<file path="src/rtl/eth_tx.sv">
// RMII transmit MAC: preamble/SFD framing, pad to 60 bytes, CRC-32 FCS,
// one dibit per clock, interframe gap enforcement.
module eth_tx #(
    parameter int IFG_CYCLES = 48,
    parameter int MAX_LEN    = 1514
) (
    input  logic       clk_mac,
    input  logic       rst_n,
    input  logic       tx_vld,
    input  logic [7:0] tx_dat,
    input  logic       tx_sof,
    input  logic       tx_eof,
    output logic       tx_rdy,
    output logic       tx_err,
    output logic       tx_busy,
    output logic       eth_txen,
    output logic [1:0] eth_txd
);
    localparam int IW = $clog2(IFG_CYCLES);

    typedef enum logic [2:0] {
        S_IDLE, S_PRE, S_DATA, S_PAD, S_FCS, S_IFG
    } state_t;

    state_t          r_state, w_state;
    logic [1:0]      r_dib, w_dib;
    logic [2:0]      r_idx, w_idx;
    logic [7:0]      r_byte, w_byte;
    logic            r_last, w_last;
    logic [10:0]     r_cnt, w_cnt;
    logic [31:0]     r_crc, w_crc;
    logic            r_drop, w_drop;
    logic [IW-1:0]   r_ifg, w_ifg;
    logic            w_err, w_txen, w_rdy, w_acc;
    logic [1:0]      w_d;

    function automatic logic [31:0] crc2(input logic [31:0] c,
                                         input logic [1:0] d);
        logic [31:0] x;
        x = c;
        for (int i = 0; i < 2; i++)
            x = (x >> 1) ^ ((x[0] ^ d[i]) ? 32'hEDB88320 : 32'h0);
        return x;
    endfunction

    assign w_acc = tx_vld && tx_rdy;

    always_comb begin
        w_state = r_state;
        w_dib   = r_dib;
        w_idx   = r_idx;
        w_byte  = r_byte;
        w_last  = r_last;
        w_cnt   = r_cnt;
        w_crc   = r_crc;
        w_drop  = r_drop;
        w_ifg   = r_ifg;
        w_err   = 1'b0;
        w_txen  = 1'b0;
        w_d     = 2'b00;
        // Tail of an oversize frame is swallowed up to its EOF
        if (r_drop && w_acc && tx_eof)
            w_drop = 1'b0;
        if (r_state != S_IDLE)
            w_dib = r_dib + 2'd1;
        unique case (r_state)
            S_IDLE: begin
                if (w_acc && !r_drop && tx_sof) begin
                    w_state = S_PRE;
                    w_dib   = 2'd0;
                    w_idx   = 3'd0;
                    w_byte  = tx_dat;
                    w_last  = tx_eof;
                    w_cnt   = 11'd1;
                    w_crc   = '1;
                end
            end
            S_PRE: begin
                if (r_dib == 2'd3) begin
                    if (r_idx == 3'd7) w_state = S_DATA;
                    else               w_idx   = r_idx + 3'd1;
                end
            end
            S_DATA: begin
                if (r_dib == 2'd3) begin
                    if (r_last) begin
                        if (r_cnt < 11'd60) begin
                            w_state = S_PAD;
                            w_byte  = 8'h00;
                            w_cnt   = r_cnt + 11'd1;
                        end else begin
                            w_state = S_FCS;
                            w_idx   = 3'd0;
                        end
                    end else if (w_acc) begin
                        w_byte = tx_dat;
                        w_cnt  = (r_cnt >= 11'(MAX_LEN)) ? r_cnt
                                                         : r_cnt + 11'd1;
                        w_last = tx_eof || (w_cnt == 11'(MAX_LEN));
                        if (!tx_eof && w_cnt == 11'(MAX_LEN)) begin
                            w_err  = 1'b1;
                            w_drop = 1'b1;
                        end
                    end else begin
                        w_state = S_IFG;
                        w_ifg   = '0;
                        w_err   = 1'b1;
                    end
                end
            end
            S_PAD: begin
                if (r_dib == 2'd3) begin
                    if (r_cnt >= 11'd60) begin
                        w_state = S_FCS;
                        w_idx   = 3'd0;
                    end else begin
                        w_cnt = r_cnt + 11'd1;
                    end
                end
            end
            S_FCS: begin
                if (r_dib == 2'd3) begin
                    if (r_idx == 3'd3) begin
                        w_state = S_IFG;
                        w_ifg   = '0;
                    end else begin
                        w_idx = r_idx + 3'd1;
                    end
                end
            end
            S_IFG: begin
                // Last gap cycle is spent in IDLE with tx_rdy already high
                if (r_ifg == IW'(IFG_CYCLES - 2)) w_state = S_IDLE;
                else                              w_ifg   = r_ifg + IW'(1);
            end
            default: w_state = S_IDLE;
        endcase
        unique case (w_state)
            S_PRE: begin
                w_txen = 1'b1;
                w_d    = (w_idx == 3'd7 && w_dib == 2'd3) ? 2'b11 : 2'b01;
            end
            S_DATA, S_PAD: begin
                w_txen = 1'b1;
                w_d    = w_byte[{w_dib, 1'b0} +: 2];
                w_crc  = crc2(r_crc, w_d);
            end
            S_FCS: begin
                w_txen = 1'b1;
                w_d    = ~r_crc[1:0];
                w_crc  = {2'b00, r_crc[31:2]};
            end
            default: ;
        endcase
        w_rdy = w_drop || (w_state == S_IDLE) ||
                (w_state == S_DATA && w_dib == 2'd3 && !w_last);
    end

    always_ff @(posedge clk_mac or negedge rst_n) begin
        if (!rst_n) begin
            r_state  <= S_IDLE;
            r_dib    <= '0;
            r_idx    <= '0;
            r_byte   <= '0;
            r_last   <= 1'b0;
            r_cnt    <= '0;
            r_crc    <= '1;
            r_drop   <= 1'b0;
            r_ifg    <= '0;
            tx_rdy   <= 1'b0;
            tx_err   <= 1'b0;
            tx_busy  <= 1'b0;
            eth_txen <= 1'b0;
            eth_txd  <= 2'b00;
        end else begin
            r_state  <= w_state;
            r_dib    <= w_dib;
            r_idx    <= w_idx;
            r_byte   <= w_byte;
            r_last   <= w_last;
            r_cnt    <= w_cnt;
            r_crc    <= w_crc;
            r_drop   <= w_drop;
            r_ifg    <= w_ifg;
            tx_rdy   <= w_rdy;
            tx_err   <= w_err;
            tx_busy  <= (w_state != S_IDLE);
            eth_txen <= w_txen;
            eth_txd  <= w_d;
        end
    end
endmodule

</file>
<file path="config.mk">
export PLATFORM = sky130hd
export DESIGN_NAME = eth_tx
export DESIGN_NICKNAME = d
export VERILOG_FILES = /design/src/rtl/eth_tx.sv
export SDC_FILE = /design/constraint.sdc
export NUM_CORES = 1
export LEC_CHECK = 0
export ABC_AREA = 0
export ABC_CLOCK_PERIOD_IN_PS = 4300
export BUFFER_PORTS_ARGS = -buffer_cell sky130_fd_sc_hd__buf_2
export CAP_MARGIN = 20
export CORE_AREA = 5 5 125 127
export DETAILED_ROUTE_END_ITERATION = 16
export DIE_AREA = 0 0 130 132
export PLACE_DENSITY = 0.51
export SLEW_MARGIN = 20
export SYNTH_ARGS = -nofsm -noshare
export SYNTH_HDL_FRONTEND = slang
export SYNTH_SLANG_ARGS = --single-unit
</file>
<file path="constraint.sdc">
create_clock -name clk_mac -period 4.3 [get_ports clk_mac]
set_input_delay 0.86 -clock clk_mac [delete_from_list [all_inputs] [get_ports clk_mac]]
set_output_delay 0.86 -clock clk_mac [all_outputs]
set_load 0.02 [all_outputs]
</file>
# Word level (Yosys, flattened, before mapping)

Index checks and enable logic that the tools add are counted.

Flip-flop bits (word level): 73
Output and inout port bits: 6
Bits of input ports: 13
Logic and storage cells: 155

Mux-type cells: 73
Shifts and indexed selects: 1
Add/subtract/negate cells: 4
Eq/ne operators: 27
Reduce and logical (&&, ||, !) cells: 28
Order comparisons: 3
Bitwise logic cells: 5

Operator list:

| cell                  | number |
|---|---|
| $mux 32               | 4 |
| $mux 11               | 8 |
| $mux 3                | 22 |
| $pmux 32 s2           | 1 |
| $xor 31x32->32        | 2 |
| $mux 8                | 5 |
| $mux 6                | 6 |
| $pmux 11 s3           | 1 |
| $ne 2x2->1 const B    | 9 |
| $pmux 3 s6            | 1 |
| $pmux 6 s3            | 1 |
| $reduce_bool 3->1     | 6 |
| $mux 1                | 16 |
| $pmux 8 s2            | 1 |
| $eq 3x2->1 const B    | 5 |
| $eq 3x3->1 const B    | 5 |
| $pmux 3 s5            | 1 |
| $reduce_and 7->1      | 2 |
| $add 11x1->11 const B | 1 |
| $eq 11x11->1 const B  | 1 |
| $ge 11x11->1 const B  | 1 |
| $ge 11x6->1 const B   | 1 |
| $lt 11x6->1 const B   | 1 |
| $logic_and 1x1->1     | 9 |
| 19 further kinds      | 31 |

# Depth between registers and ports, before layout

Depth after elaboration: 13
Depth in mapped cells: 11
Depth with buffers taken out: 10

# Least setup slack after synthesis

No wires, ideal clock.

Path type: input to register
Start point: input tx_vld
End point: register r_crc[8]
Path slack: 1.345 ns
Stages on the path: 8
Data arrival time: 2.870 ns
Data required time: 4.215 ns
Library setup time: 0.085 ns
Path buffers: 0
Cells stage by stage: nand4b_1 > o22a_4 > o221ai_1 > nor2_2 > or4_4 > a211oi_2 > nor2_1 > o221ai_1

Cells in the longest elaborated chain, start to end: 11
Elaborated cells between the ends (all ways): 30
Classes of those cells: 3 x eq/ne; 1 x shift; 15 x mux; 4 x bitwise; 7 x reduce/logical

RTL lines:

| item                                        | RTL line | text |
|---|---|---|
| start: declaration                          | 9        | `input logic tx_vld,` |
| $logic_and 1x1->1 (*)                       | 46       | `assign w_acc = tx_vld && tx_rdy;` |
| $mux 8 or $logic_and 1x1->1 (tied branches) | 95, 68   |  |
| $mux 8 or $logic_and 1x1->1 (tied branches) | 86, 68   |  |
| $mux 8 (on tied branches)                   | 85, 68   |  |
| $pmux 8 s2 (*)                              | 66       | `unique case (r_state)` |
| via w_byte[6]                               | 28       | `logic [7:0] r_byte, w_byte;` |
| $shiftx 8x4->2 (*)                          | 145      | `w_d = w_byte[{w_dib, 1'b0} +: 2];` |
| $xor 1x1->1 (*)                             | 42       | `x = (x >> 1) ^ ((x[0] ^ d[i]) ? 32'hEDB88320 : 32'h0);` |
| $mux 32 (*)                                 | 42       |  |
| $xor 31x32->32 (*) (2 in a row)             | 42       |  |
| $pmux 32 s2 (*)                             | 138      | `unique case (w_state)` |
| end signal: assignment                      | 182      | `r_crc <= w_crc;` |
| end: declaration                            | 31       | `logic [31:0] r_crc, w_crc;` |

The timed path passes the listed nets; every way through them passes the cells marked *.
A chain may end at the register's enable or synchronous reset.

# Worst setup path after layout

Start point: register r_dib[0]
End point: register r_crc[8]

Elaborated cells between the ends (all ways): 27
Classes of those cells: 1 x add/sub; 4 x eq/ne; 1 x shift; 13 x mux; 4 x bitwise; 4 x reduce/logical

RTL lines:

| item                     | RTL line | text |
|---|---|---|
| start: declaration       | 26       | `logic [1:0] r_dib, w_dib;` |
| start signal: assignment | 177      | `r_dib <= w_dib;` |
| $eq 2x2->1               | 85       | `if (r_dib == 2'd3) begin` |
| $mux 8                   | 85       |  |
| $pmux 8 s2               | 66       |  |
| via w_byte[1]            | 28       |  |
| $shiftx 8x4->2           | 145      |  |
| $xor 1x1->1              | 42       |  |
| $mux 32                  | 42       |  |
| $xor 31x32->32           | 42       |  |
| $pmux 32 s2              | 138      |  |

The timed path passes the listed nets, and every way through them passes these cells.

==> qor.txt <==
final setup fails: 0
Post-Syn Nets: 494
outcome: completed
ys flop type: dfrtp_1
Final #Nets: 500
fin. max-slew vios: 0
I/O Pins: 19
initial DRC count: 294
first-pass GRT wire length: 18,270 um
Worst R2R Setup Slack: 550 ps
antenna violations before repair: 0
Yosys reg bits: 73
Critical Path Fanout Max: 12
crit path kind: reg -> reg
Die Wd: 130 um
Congestion Overflow GR: 0
Synth Instances: 475
layout cells sized above 1: 0.1934
Worst EP arrival: 4000 ps
H-tree depth: 3
Post-synth ARST share: 1.000
Max stage delay on crit path: 560 ps
fin util: 0.3341
die area: 17,160 um2
RSZ-0062 raised after global routing: no
pwr/cell area: 647.8 nW/um2
dpl ws: 567.3 ps
RePlAce Congestion: 0.8667
vias in the first global route: 3,548
TritonRoute pass-1 iters: 5
CORE AREA: 14,310 um2
CTS tree: done
largest net degree at the start of global routing: 74
Seq/Total Area, Yosys: 0.4399
Mapped Avg Cell Area: 8.935 um2
placed cell count: 654
Cell Chain, Critical Path: ha_1 > nand4bb_1 > o22a_4 > o221ai_1 > o22ai_2 > o31a_2 > o211a_1 > nor2_1 > o221ai_1
post_cts resized: 0
Hold WC Path Type: reg -> reg
per-cell routed wire length: 16.26 um
GRT Overall Usage: 0.1322
synth unique cells: 68
setup_tns: 0 ps
clock skew: 7.868 ps
fin crit period: 3752 ps
Die Y: 132 um
fin crit share: 0.8727
root buffer cell: clkbuf_16
vias per inst: 5.421
Area Growth Syn to Fin: 12.68%
Max IR drop VDD: 0.0002073 V
worst setup margin: 547.6 ps
final std cells w/o fill: 670
clock tree buffer depth: 2
# Max-Cap Violations: 0
relative slew slack: 0.3610
number of cell rows: 44
Mapped Area: 4244 um2
Clk pin slew, worst setup/hold paths: 60 ps
Slowest cell on crit path: nand4bb_1
DP HPWL: 7188 um
number of port buffers: 18
# diodes: 0
register area: 1867 um2
Fillers: 1,485
area occupied by multi-input gates: 2178 um2
fmax: 266.5 MHz
Routed Antenna Nets: 0
CTS Sinks: 73
Post-synth EDFFs: 0
DRC: 0
static leakage: 1.846 nW
Routed WL: 10,890 um
Hold Buf Count CTS: 0
Worst Tran Pin Value: 958.4 ps
Ys Warns: 0
vias: 3,632
latest clock arrival within the worst-skew pair: 340 ps
Worst path most repeated cell: o221ai_1
Post-CTS Setup Bufs: 0
Initial Util: 0.2965
endpoint type of the worst setup path: flop
final hold violation count: 0
CP required: 4550 ps
total CTS buffers: 9
CP Launch Type: flop
==> area by class of cell <==
type,count,area share
multi-input combinational,352,0.4555
timing repair buffer,22,0.02643
clock buffer,13,0.05651
sequential,73,0.3904
tap,184,0.04814
clock inverter,3,0.004971
inverter,23,0.01805
==> worst max-delay path, delay by kind of cell (launching register included) <==
| kind | cells | cell delay (ps) |
|---|---|---|
| AO/OA/AOI/OAI | 6 | 1750 |
| adder cells (fa/ha/maj) | 1 | 470 |
| AND/OR/NAND/NOR | 2 | 970 |
| flip-flops | 1 | 480 |
==> power by group <==
part	internal, mW	switching, mW
sequential	0.988	0.210
combinational	0.448	0.713
clock	0.439	0.300
total	1.88	1.22
==> synthesized netlist by cell type (all sizes together) (2+ instances only) <==
cell type,number,area share
inv,22,0.019
o2111ai,4,0.0083
nor3,7,0.0083
ha,6,0.018
o31ai,9,0.018
and4,2,0.0041
nor2b,4,0.0059
or4,5,0.011
xor2,4,0.0083
dfstp,32,0.20
nand2,65,0.057
a21oi,11,0.013
buf,7,0.0094
and3,6,0.0094
nand4,10,0.015
nand2b,5,0.0080
and2,6,0.0088
o21ai,60,0.071
a211o,2,0.0041
xnor2,2,0.0041
mux2,4,0.011
a31oi,3,0.0044
o211ai,25,0.044
o31a,4,0.011
o21a,3,0.0053
clkbuf,20,0.018
o221ai,14,0.029
dfrtp,41,0.24
nand4b,2,0.0041
nor2,31,0.028
nand3,23,0.027
nand3b,6,0.011
nor4,3,0.0059
or3,6,0.010
o22ai,2,0.0059
==> final timing paths <==
kind	from	to	cells past startpoint
min in group asynchronous	rst_n	eth_txd[0]	1
max in group asynchronous	rst_n	r_cnt[10]	1
worst max register to register	r_dib[0]	r_crc[8]	9
worst min register to register	r_crc[4]	r_crc[2]	2
worst min-delay path	r_crc[4]	r_crc[2]	2
worst max-delay path	r_dib[0]	r_crc[8]	9
==> through the flow <==
step                area (um2)  power, mW  hold slack (ps)
global placement          4484      2.336            441.0
CTS                       4778      3.129            454.3
global route              4782      3.327            461.6
floorplan                 4244      2.064            432.6
detailed placement        4484      2.362            446.0
finish                    4782      3.098            451.3
==> kinds of logic after synthesis <==
logic type               synth area share
AO/OA/AOI/OAI                      0.2485
XOR/XNOR                          0.01238
adder cells (fa/ha/maj)           0.01769
buffers and inverters             0.04746
flip-flops                         0.4399
multiplexers                      0.01061
AND/OR/NAND/NOR                    0.2235
==> registers in the layout, summed over array words and instances, names as in the netlist, 2 cells and up <==
signal   count
r_dib        2
r_idx        3
r_byte       8
eth_txd      2
r_ifg        6
r_cnt       11
r_state      3
r_crc       32
==> per-layer routing <==
metal | routed length (um) | track usage
met5 | 0 | 0
met4 | 108 | 0.03002
met3 | 426 | 0.04052
met2 | 5079 | 0.2083
met1 | 5276 | 0.1781
==> placed cells by master (no fill, tap or decap), types with 6 or more instances in the layout <==
cell type  Yosys  routed
nand2_1       65      65
o21ai_0       57      57
dfrtp_1       41      41
dfstp_2       32      32
nor2_1        30      29
o211ai_1      25      25
nand3_1       23      23
inv_1         22      22
buf_2          5      17
o221ai_1      14      14
a21oi_1       11      11
nand4_1       10      10
clkbuf_16      0       9
o31ai_1        7       7
nor3_1         7       7
nand3b_1       6       6
ha_1           6       6
Power figures use the tool's default switching activity.
